## src/rtl/dmem_arbiter.sv

```systemverilog
// dmem_arbiter: two-port arbiter for the lsu data RAM; define DMEM_ARB_RR_EN for round-robin ties, otherwise port 0 has fixed priority
module dmem_arbiter #(
    parameter int ADDR_W   = 11,
    parameter int LOCK_MAX = 8
) (
    input  logic              i_clk,
    input  logic              i_reset,
    input  logic              i_m0_req,
    input  logic              i_m0_we,
    input  logic [ADDR_W-1:0] i_m0_addr,
    input  logic [31:0]       i_m0_wdata,
    input  logic [3:0]        i_m0_bmask,
    input  logic              i_m1_req,
    input  logic              i_m1_we,
    input  logic [ADDR_W-1:0] i_m1_addr,
    input  logic [31:0]       i_m1_wdata,
    input  logic [3:0]        i_m1_bmask,
    input  logic              i_m1_lock,
    output logic              o_m0_gnt,
    output logic              o_m1_gnt,
    output logic              o_m0_rvalid,
    output logic              o_m1_rvalid,
    output logic [31:0]       o_m0_rdata,
    output logic [31:0]       o_m1_rdata,
    output logic              o_mem_en,
    output logic              o_mem_we,
    output logic [ADDR_W-1:0] o_mem_addr,
    output logic [31:0]       o_mem_wdata,
    output logic [3:0]        o_mem_bmask,
    input  logic [31:0]       i_mem_rdata
);
    localparam int CNT_W = $clog2(LOCK_MAX + 1);

    typedef enum logic {LK_FREE, LK_HELD} lock_t;

    lock_t            lock_q, lock_d;
    logic [CNT_W-1:0] lock_cnt_q, lock_cnt_d;
    logic             last_q, last_d;
    logic             rd_pend_q, rd_pend_d;
    logic             rd_owner_q, rd_owner_d;
    logic             tie, lock_act, lock_full, tie_p1, win_we, release_lk;

    // Winner selection: a lone requester wins; ties go to the lock holder until its slot budget is spent
    always_comb begin
        tie       = i_m0_req && i_m1_req;
        lock_act  = (lock_q == LK_HELD) && i_m1_lock;
        lock_full = lock_cnt_q == CNT_W'(LOCK_MAX);
`ifdef DMEM_ARB_RR_EN
        tie_p1    = lock_act ? !lock_full : !last_q;
`else
        tie_p1    = lock_act && !lock_full;
`endif
        o_m0_gnt  = !i_reset && i_m0_req && !(tie && tie_p1);
        o_m1_gnt  = !i_reset && i_m1_req && !(tie && !tie_p1);
    end

    // RAM command driven straight from the winner, all zero when nobody is granted
    always_comb begin
        win_we      = o_m1_gnt ? i_m1_we : (o_m0_gnt && i_m0_we);
        o_mem_en    = o_m0_gnt || o_m1_gnt;
        o_mem_we    = win_we;
        o_mem_addr  = o_m1_gnt ? i_m1_addr : o_m0_gnt ? i_m0_addr : '0;
        o_mem_wdata = o_m1_gnt ? i_m1_wdata : o_m0_gnt ? i_m0_wdata : '0;
        o_mem_bmask = !win_we ? 4'h0 : o_m1_gnt ? i_m1_bmask : i_m0_bmask;
    end

    // Read return steered to the port that issued the read in the previous cycle
    always_comb begin
        o_m0_rvalid = !i_reset && rd_pend_q && !rd_owner_q;
        o_m1_rvalid = !i_reset && rd_pend_q && rd_owner_q;
        o_m0_rdata  = o_m0_rvalid ? i_mem_rdata : '0;
        o_m1_rdata  = o_m1_rvalid ? i_mem_rdata : '0;
    end

    // Next state: pending read tag, last winner, and lock ownership with its grant counter
    always_comb begin
        release_lk = !i_m1_req || !i_m1_lock || o_m0_gnt;
        rd_pend_d  = o_mem_en && !win_we;
        rd_owner_d = rd_pend_d ? o_m1_gnt : rd_owner_q;
        last_d     = o_m0_gnt ? 1'b0 : o_m1_gnt ? 1'b1 : last_q;
        lock_d     = release_lk ? LK_FREE : o_m1_gnt ? LK_HELD : lock_q;
        lock_cnt_d = release_lk ? '0 :
                     (o_m1_gnt && !lock_full) ? lock_cnt_q + CNT_W'(1) : lock_cnt_q;
    end

    // State registers; reset leaves last = 1 so port 0 wins the first tie
    always_ff @(posedge i_clk) begin
        if (i_reset) begin
            lock_q     <= LK_FREE;
            lock_cnt_q <= '0;
            last_q     <= 1'b1;
            rd_pend_q  <= 1'b0;
            rd_owner_q <= 1'b0;
        end else begin
            lock_q     <= lock_d;
            lock_cnt_q <= lock_cnt_d;
            last_q     <= last_d;
            rd_pend_q  <= rd_pend_d;
            rd_owner_q <= rd_owner_d;
        end
    end
endmodule

```

## config.mk

```make
export PLATFORM = sky130hd
export DESIGN_NAME = dmem_arbiter
export DESIGN_NICKNAME = d
export VERILOG_FILES = /design/src/rtl/dmem_arbiter.sv
export SDC_FILE = /design/constraint.sdc
export NUM_CORES = 1
export LEC_CHECK = 0
export CORE_AREA = 2 2 98 100
export CTS_CLUSTER_SIZE = 30
export DETAILED_ROUTE_END_ITERATION = 6
export DIE_AREA = 0 0 100 102
export DONT_BUFFER_PORTS = 1
export PLACE_DENSITY_LB_ADDON = 0.05
export SLEW_MARGIN = 40
export SYNTH_ARGS = -nofsm -noshare
export SYNTH_HDL_FRONTEND = slang
export SYNTH_SLANG_ARGS = --single-unit
```

## constraint.sdc

```tcl
create_clock -name i_clk -period 4.75 [get_ports i_clk]
set_input_delay 0.7125 -clock i_clk [delete_from_list [all_inputs] [get_ports i_clk]]
set_output_delay 0.7125 -clock i_clk [all_outputs]
set_load 0.03 [all_outputs]
```

## Yosys cells after proc, flatten, opt, wreduce, memory -nomap -nowiden

Index checks and enable logic that the tools add are counted.

| storage, ports and cells | value |
|---|---|
| bits in registers | 7 |
| output and inout port bits | 117 |
| logic and storage cells | 43 |

| operators by class | value |
|---|---|
| add/sub/neg operators | 1 |
| equality and inequality tests | 1 |
| multiplexer cells | 9 |
| reductions and logical operators | 28 |

Operators with widths:

| cell | number |
|---|---|
| two-way mux 32 bit | 4 |
| two-way mux 11 bit | 2 |
| logical AND 1 bit | 15 |
| logical NOT 1 bit | 9 |
| two-way mux 4 bit | 2 |
| adder 4 x 1 -> 4 bit, second input constant | 1 |
| == test 4 bit, second input constant | 1 |
| logical OR 1 bit | 3 |
| OR reduction 2 bit | 1 |
| two-way mux 1 bit | 1 |

## Depth between registers and ports, before layout

Gate-level depths: netlist of the first run.

| logic depth | value |
|---|---|
| word-level depth | 10 |
| mapped depth | 7 |
| depth with buffers taken out | 6 |

## Worst setup path after synthesis of the first run

Ideal clock, no wire load.

| path | value |
|---|---|
| path type | input to output |
| start | in i_reset |
| end | out o_m0_rdata[22] |
| arrival | 1.888 ns |
| required time | 4.038 ns |
| slack | 2.149 ns |
| cell stages on the path | 3 |
| path buffers | 1 |
| cells stage by stage | nor3b_1 -> clkbuf_1 -> and2_1 |

| between the ends | value |
|---|---|
| word-level cells in the longest chain between the ends | 4 |

Ends and longest elaborated chain:

| what | line | text |
|---|---|---|
| start: declaration | 7 | `input logic i_reset,` |
| logical NOT 1 bit | 69 | `o_m0_rvalid = !i_reset && rd_pend_q && !rd_owner_q;` |
| logical AND 1 bit (2 in a row) | 69 |  |
| via o_m0_rvalid | 21 | `output logic o_m0_rvalid,` |
| two-way mux 32 bit | 71 | `o_m0_rdata = o_m0_rvalid ? i_mem_rdata : '0;` |
| end: declaration | 23 | `output logic [31:0] o_m0_rdata,` |

The timed path passes the listed nets, and every way through them passes these cells.

## Worst setup path after layout of the first run

| path | value |
|---|---|
| start | reg lock_cnt_q[0] |
| end | out o_mem_addr[1] |

| between the ends | value |
|---|---|
| word-level cells in the longest chain between the ends | 8 |

Ends and longest elaborated chain:

| what | line | text |
|---|---|---|
| start: declaration | 37 | `logic [CNT_W-1:0] lock_cnt_q, lock_cnt_d;` |
| start signal: assignment | 96 | `lock_cnt_q <= lock_cnt_d;` |
| == test 4 bit | 47 | `lock_full = lock_cnt_q == CNT_W'(LOCK_MAX);` |
| logical NOT 1 bit | 51 | `tie_p1 = lock_act && !lock_full;` |
| logical AND 1 bit | 51 |  |
| logical AND 1 bit | 53 | `o_m0_gnt = !i_reset && i_m0_req && !(tie && tie_p1);` |
| logical NOT 1 bit | 53 |  |
| logical AND 1 bit | 53 |  |
| via o_m0_gnt | 19 | `output logic o_m0_gnt,` |
| two-way mux 11 bit (2 in a row) | 62 | `o_mem_addr = o_m1_gnt ? i_m1_addr : o_m0_gnt ? i_m0_addr : '0;` |
| end: declaration | 27 | `output logic [ADDR_W-1:0] o_mem_addr,` |

The timed path passes the listed nets, and every way through them passes these cells.

==> results.yml, run 1 <==
layout:
  areaGrowthSynthToFinish_pct: 12.4
  layout_common_cells: "and2_1, a22o_1, nor2_1"
  mostFrequentLayoutCell: "and2_1"
  drive_gt1_frac: 0.0719
  post_layout_net_count: 303
  insertedDiodeCount: 0
  finish.utilization: 0.158
die:
  die_x_um: 100
  design.die.area_sq_um: 10200
  initial_utilization: 0.141
  die-height_um: 102
  ioPinCount: 250
  floorplan.core_area_sq_um: 9110
  std_cell_rows: 35
sta:
  worstMarginPinSlew_ps: 636
  worst_slack_ps: 1680
  finalHoldViolations: 0
  finalSetupTns_ps: 0
  timing.fmax_mhz: 326
  clock-skew-final_ps: 1.08
  finalHoldWorstSlack_ps: 499
  slew_headroom: 0.576
  layout_worst_path_cycle_share: 0.646
  setup_repair_after_global_routing_missed_its_margin: "false"
  minimum_clock_period_after_layout_ps: 3070
  final_max_slew_viol_count: 0
  setup_violators_final: 0
clock_network:
  clock_tree.root_cell: "clkbuf_8"
  clk_pin_slew_worst_paths_ps: 40
  holdBufCountCts: 0
  post_cts_resize_count: 0
  ctsHtreeMaxLevel: 1
  post-cts-setup-buffer-count: 0
  cts_sinks: 7
  clock_tree.buffer_depth: 2
  clk_latency_ps: 230
  tritoncts: "yes"
  tritoncts.num_buffers: 3
setup_path:
  critPathLaunchType: "register"
  worst_ep_required_time_ps: 4040
  worstSetupPathType: "reg -> out"
  worstPathMaxFanout: 23
  setup.worst_path.end_class: "output port"
  worstPathArrival_ps: 2360
yosys:
  synth.cell_area_sq_um: 1280
  synth.ff_latch_count: 7
  yosys_cell_types: 27
  synth-warning-count: 0
  postSynthNetCount: 310
  gate_count_after_technology_mapping: 175
  seq_area_frac_synth: 0.109
  synthesis.area_per_instance_sq_um: 7.34
route:
  first_pass_iters: 4
  via_count: 1363
  wl_per_cell_um: 23.3
  drt-vias-per-instance: 4.90
  detail_route.drc_violations: 0
  wirelength_mm: 6.49
  drtIter0Drc: 19
  postRouteAntennaNets: 0
outcome:
  result_of_the_run: "completed"
run:
  max-cap-violations: 0
pwr:
  p_leak_nw: 0.588
  irDropWorstVdd_mv: 0.0471
  power.density_nw_per_um2: 207
  p_total_uw: 298
global_routing:
  global_route.usage.total: 0.106
  overflow: 0
  number_of_global_route_vias_before_repair: 1282
  largest_net_degree_at_the_start_of_global_routing: 50
  number_of_antenna_violations_at_the_first_check_in_global_routing: 0
  grt_pass1_wl_mm: 7.91
place:
  dp_hpwl_mm: 5.75
  finalWeightedCongestion: 0.790
  buffer_ports.inserted: 0
  place_ws_ps: 1900
hold_path:
  hold_class: "reg -> reg"
==> flip-flops by register name, summed over array words and instances, names as in the netlist <==
signal / count
rd_owner_q: 1
rd_pend_q: 1
lock_cnt_q: 4
lock_q: 1
==> where the power goes <==
| part | switching [mW] | total (mW) | internal, mW |
|---|---|---|---|
| Combinational | 0.117 | 0.149 | 0.0321 |
| Sequential | 0.000812 | 0.0614 | 0.0606 |
| Clock | 0.0291 | 0.0874 | 0.0584 |
==> routing by layer <==
| layer | up-vias | routed length, um | part of all wire | GRT usage |
|---|---|---|---|---|
| li1 | 601 | - | - | - |
| met1 | 606 | 2210 | 0.34 | 0.110 |
| met2 | 152 | 3680 | 0.57 | 0.220 |
| met3 | 4 | 559 | 0.086 | 0.0137 |
| met4 | 0 | 44 | 0.0068 | 0.0253 |
| met5 | - | 0 | 0 | 0 |
==> worst max-delay path: stages, from the launching register on <==
cell and delay [ps]:
dfxtp_1 320, inv_1 90, ha_1 160, and3b_1 280
o21ai_1 190, nor2_4 420, buf_8 270, a22o_1 390
==> synthesized netlist by cell type <==
library cell  number  share of area
a21oi_1            1         0.0039
a22o_1            43           0.29
a2bb2oi_1          1         0.0068
a32o_1             1         0.0078
and2_1            65           0.32
and3_1             1         0.0049
and3b_1            1         0.0068
and4b_1            1         0.0078
buf_2              5          0.019
buf_6              2          0.018
clkbuf_1           8          0.023
dfxtp_1            7           0.11
ha_1               2          0.019
inv_1              7          0.020
mux2_2             1         0.0088
mux2i_1            4          0.031
nand2_1            5          0.015
nand3_1            2         0.0078
nand3b_1           1         0.0059
nor2_1            10          0.029
nor2_2             1         0.0049
nor3b_1            1         0.0059
o21ai_1            1         0.0039
o221a_2            1         0.0088
o32a_1             1         0.0078
xnor2_1            1         0.0068
xor2_1             1         0.0068
==> final timing paths <==
check                                   start  cells past startpoint  slack, ps            end
worst max-delay path            lock_cnt_q[0]                      7       1680  o_mem_addr[1]
worst min-delay path            lock_cnt_q[1]                      2        500  lock_cnt_q[1]
worst max register to register  lock_cnt_q[0]                      6       2930  lock_cnt_q[1]
worst min register to register  lock_cnt_q[1]                      2        500  lock_cnt_q[1]
==> final cells by class <==
| class | instances | area [sq um] |
|---|---|---|
| inverters | 7 | 26.3 |
| multi-input cells | 146 | 1060 |
| fillers | 1048 | 7670 |
| flip-flops and latches | 7 | 140 |
| repair buffers | 3 | 30.0 |
| well taps | 111 | 139 |
| clock buffers | 4 | 45.0 |
==> kinds of logic after synthesis <==
group,count (synthesis),synth area share
AO/OA/AOI/OAI,49,0.332
XOR/XNOR,2,0.0136
adder cells (fa/ha/maj),2,0.0195
buffers and inverters,22,0.0809
flip-flops,7,0.109
multiplexers,5,0.0400
AND/OR/NAND/NOR,88,0.405
==> per-stage QoR <==
stage	cell area (sq um)	cells
detailed placement	1400	274
global placement	1370	273
floorplan	1280	175
CTS	1440	278
finish	1440	278
global route	1440	278
(Power assumes the default switching activity.)
==> run 2, diff against run 1 <==
Clock period 4.75 ns to 2.75 ns, I/O delays scaled along.
==> results.yml, run 2 (synthesis gave the netlist of run 1 again) <==
pwr:
  p_leak_nw: 0.628
  power.density_nw_per_um2: 346
  p_total_uw: 512
  irDropWorstVdd_mv: 0.0789
layout:
  mostFrequentLayoutCell: "and2_1"
  post_layout_net_count: 309
  largest_register_ffs: 4
  max_flop_register: "lock_cnt_q"
  areaGrowthSynthToFinish_pct: 15.5
  insertedDiodeCount: 0
  finish.utilization: 0.163
  drive_gt1_frac: 0.104
  layout_common_cells: "and2_1, a22o_1, nor2_1"
sta:
  setup_repair_after_global_routing_missed_its_margin: "false"
  finalHoldViolations: 0
  clock-skew-final_ps: 1.52
  finalHoldWorstSlack_ps: 386
  setup_violators_final: 0
  slew_headroom: 0.507
  layout_worst_path_cycle_share: 0.903
  timing.fmax_mhz: 403
  finalSetupTns_ps: 0
  final_max_slew_viol_count: 0
  worst_slack_ps: 267
  worstMarginPinSlew_ps: 738
  minimum_clock_period_after_layout_ps: 2480
clock_network:
  cts_sinks: 7
  clock_tree.buffer_depth: 2
  tritoncts.num_buffers: 3
  clk_pin_slew_worst_paths_ps: 40
  post-cts-setup-buffer-count: 0
  tritoncts: "yes"
  clock_tree.root_cell: "clkbuf_8"
  ctsHtreeMaxLevel: 1
  holdBufCountCts: 0
  post_cts_resize_count: 0
  clk_latency_ps: 220
setup_path:
  critPathLaunchType: "register"
  worstPathMaxFanout: 49
  setup.worst_path.end_class: "output port"
  worstSetupPathType: "reg -> out"
  worstPathArrival_ps: 2070
  worst_ep_required_time_ps: 2340
die:
  design.die.area_sq_um: 10200
  ioPinCount: 250
  initial_utilization: 0.141
  die-height_um: 102
  die_x_um: 100
  std_cell_rows: 35
  floorplan.core_area_sq_um: 9110
hold_path:
  hold_class: "in -> reg"
route:
  drt-vias-per-instance: 4.98
  postRouteAntennaNets: 0
  detail_route.drc_violations: 0
  wirelength_mm: 6.59
  drtIter0Drc: 30
  via_count: 1414
  first_pass_iters: 5
  wl_per_cell_um: 23.2
global_routing:
  number_of_antenna_violations_at_the_first_check_in_global_routing: 0
  number_of_global_route_vias_before_repair: 1351
  overflow: 0
  largest_net_degree_at_the_start_of_global_routing: 50
  global_route.usage.total: 0.107
  grt_pass1_wl_mm: 8.07
place:
  finalWeightedCongestion: 0.766
  place_ws_ps: 521
  dp_hpwl_mm: 5.94
  buffer_ports.inserted: 0
run:
  max-cap-violations: 0
outcome:
  result_of_the_run: "completed"
run 2: cell types whose count changed in the layout (fill, tap and decap cells not counted):
cell	change
a32o_2	+1
a32o_4	-1
and3_1	+1
and3_2	-1
buf_12	+1
buf_4	+6
buf_8	-1
clkbuf_1	-1
clkinv_2	+1
run 2: layout make-up:
type	instances	area [sq um]
fill	1032	7630
tap	111	139
clock inverter	1	5.00
multi-input combinational	146	1050
clock buffer	3	41.3
sequential	7	140
inverter	7	26.3
timing repair buffer	9	80.1
run 2: report_power, final:
part           total [mW]  switching [mW]  internal (mW)
combinational       0.263           0.203         0.0596
clock               0.143          0.0450         0.0981
sequential          0.106         0.00152          0.105
run 2: worst paths after layout:
| path | startpoint | cells after the start | end | slack (ps) |
|---|---|---|---|---|
| max | lock_cnt_q[0] | 8 | o_mem_bmask[2] | 270 |
| min | i_m0_we | 1 | rd_owner_q | 390 |
| max reg2reg | lock_cnt_q[0] | 7 | lock_cnt_q[1] | 930 |
| min reg2reg | lock_cnt_q[1] | 2 | lock_cnt_q[1] | 520 |
run 2: metrics by stage:
step	cell area, sq um	instances
floorplan	1280	175
detailed placement	1440	280
CTS	1480	284
finish	1480	284
global route	1480	284
global placement	1440	280
run 2: worst max-delay path: stages (launching register included):
cell and delay, ps:
dfxtp_1 350, inv_1 80, ha_1 210, nand3b_1 150, a32o_2 140, buf_4 410, mux2i_1 260, nor2_1 60
buf_4 170
run 2: per-layer routing:
metal	up-vias	wire length [um]	part of all wire	GRT usage
met1	644	2030	0.31	0.102
met3	4	568	0.086	0.0109
met5	-	0	0	0
met4	0	44	0.0067	0.0253
li1	614	-	-	-
met2	152	3950	0.60	0.240
==> run 3, diff against run 2 <==
Settings changed: ABC_CLOCK_PERIOD_IN_PS set to 2750, MAX_ROUTING_LAYER set to met4.
==> results.yml, run 3 (synthesis gave the netlist of run 1 again) <==
setup_path:
  family_with_the_most_delay_on_the_worst_path: "buffers and inverters"
  buffer_and_inverter_count_on_the_worst_path: 3
  worstPathMaxFanout: 49
  worstSetupPathType: "reg -> out"
  critical_path.reg2reg.startpoint: "lock_cnt_q[0]"
  worstPathArrival_ps: 2070
  reg2reg_slack_ps: 930
  reg_to_reg_end: "lock_cnt_q[1]"
  setup.worst_path.end_class: "output port"
  cp.depth: 8
  critPathLaunchType: "register"
  worstSetupEndpoint: "o_mem_bmask[2]"
  slowest_stage: "buf_4"
  critical_path_origin: "lock_cnt_q[0]"
  cpMostUsedCell: "buf_4"
  max_incr_delay_on_cp_ps: 410
  worst_ep_required_time_ps: 2340
  crit_chain: "inv_1, ha_1, nand3b_1, a32o_2, buf_4, mux2i_1, nor2_1, buf_4"
  path_depth_of_the_worst_reg2reg_path: 7
sta:
  clock-skew-final_ps: 1.52
  finalSetupTns_ps: 0
  finalHoldWorstSlack_ps: 386
  worstMarginPinSlew_ps: 738
  finalHoldViolations: 0
  timing.fmax_mhz: 402
  slew_headroom: 0.507
  layout_worst_path_cycle_share: 0.905
  minimum_clock_period_after_layout_ps: 2490
  final_max_slew_viol_count: 0
  setup_violators_final: 0
  setup_repair_after_global_routing_missed_its_margin: "false"
place:
  dp.cells: 280
  cell_area_after_placement_sq_um: 1440
  finalWeightedCongestion: 0.776
  buffer_ports.inserted: 0
  dp_hpwl_mm: 5.94
clock_network:
  tritoncts.num_buffers: 3
  post_cts_resize_count: 0
  ctsHtreeMaxLevel: 1
  post-cts-setup-buffer-count: 0
  holdBufCountCts: 0
  cts_sinks: 7
  tritoncts: "yes"
  clock_tree.root_cell: "clkbuf_8"
  clk_pin_slew_worst_paths_ps: 40
  clk_latency_ps: 220
  clock_tree.buffer_depth: 2
global_routing:
  global_route.usage.total: 0.111
  overflow: 0
  grtUsageMet2: 0.240
  grtUsageMet3: 0.0103
  number_of_antenna_violations_at_the_first_check_in_global_routing: 0
  grt.busiest_layer: "met2"
  gr-usage-met1: 0.103
  grt_pass1_wl_mm: 8.08
  number_of_global_route_vias_before_repair: 1350
  largest_net_degree_at_the_start_of_global_routing: 50
pwr:
  power.density_nw_per_um2: 345
  p_leak_nw: 0.628
  clock_power_share: 0.279
  swShare: 0.488
  power.sequential.fraction: 0.207
  irDropWorstVdd_mv: 0.0789
  power.share.combinational: 0.513
  p_int_uw: 262
  total_switching_power_uw: 250
outcome:
  result_of_the_run: "completed"
layout:
  areaGrowthSynthToFinish_pct: 15.5
  insertedDiodeCount: 0
  drive_gt1_frac: 0.104
  finish.utilization: 0.163
  max_flop_register: "lock_cnt_q"
  multiInputGateArea_sq_um: 1050
  largest_register_ffs: 4
  fillCellCount: 1032
  layout_common_cells: "and2_1, a22o_1, nor2_1"
  final_cell_count_no_fill: 284
  finalInstanceArea_sq_um: 1480
  seqCellArea_sq_um: 140
  mostFrequentLayoutCell: "and2_1"
  post_layout_net_count: 309
route:
  first_pass_iters: 5
  wl_per_cell_um: 23.2
  postRouteAntennaNets: 0
  via_count: 1419
  drt-vias-per-instance: 5.00
  wirelength_mm: 6.59
  drtIter0Drc: 29
  detail_route.drc_violations: 0
die:
  ioPinCount: 250
  floorplan.core_area_sq_um: 9110
  initial_utilization: 0.141
  design.die.area_sq_um: 10200
  die-height_um: 102
  die_x_um: 100
  std_cell_rows: 35
hold_path:
  hold_class: "in -> reg"
run:
  max-cap-violations: 0
run 3: power groups by stage:
stage,clock (mW),combinational (mW),sequential [mW]
5_1_grt,0.155,0.274,0.106
2_1_floorplan,0,0.233,0.107
4_1_cts,0.150,0.266,0.106
3_3_place_gp,0,0.264,0.108
6_report,0.143,0.263,0.106
3_5_place_dp,0,0.266,0.108
run 3: worst min path at each step:
stage,to,cells after the start,startpoint
finish,rd_owner_q,1,i_m0_we
global route,rd_owner_q,1,i_m0_we
CTS,rd_owner_q,1,i_m0_we
detailed placement,lock_cnt_q[1],2,lock_cnt_q[1]
global placement,lock_cnt_q[1],2,lock_cnt_q[1]
floorplan,lock_cnt_q[1],2,lock_cnt_q[1]
run 3: stage by stage:
stage	setup WS (ps)	power, mW
floorplan	619	0.340
global placement	608	0.372
detailed placement	521	0.374
CTS	262	0.522
global route	141	0.536
finish	263	0.512
run 3: layer usage:
metal	wire (um)	vias to the layer above	share of wire
li1	-	614	-
met1	2040	649	0.31
met2	3950	152	0.60
met3	556	4	0.084
met4	44	0	0.0067
met5	0	-	0
run 3: worst register-to-register path, stage by stage, from the launching register on:
cell and delay, ps:
dfxtp_1 350, inv_1 80, ha_1 210, nand3b_1 150, a32o_2 140, buf_4 410
nand2_1 240, a21oi_1 170
run 3: layout make-up:
cell class | count | share of cell area
Tap cell | 111 | 0.0937
Timing Repair Buffer | 9 | 0.0540
Sequential cell | 7 | 0.0945
Clock inverter | 1 | 0.00338
Inverter | 7 | 0.0177
Multi-Input combinational cell | 146 | 0.709
Clock buffer | 3 | 0.0278
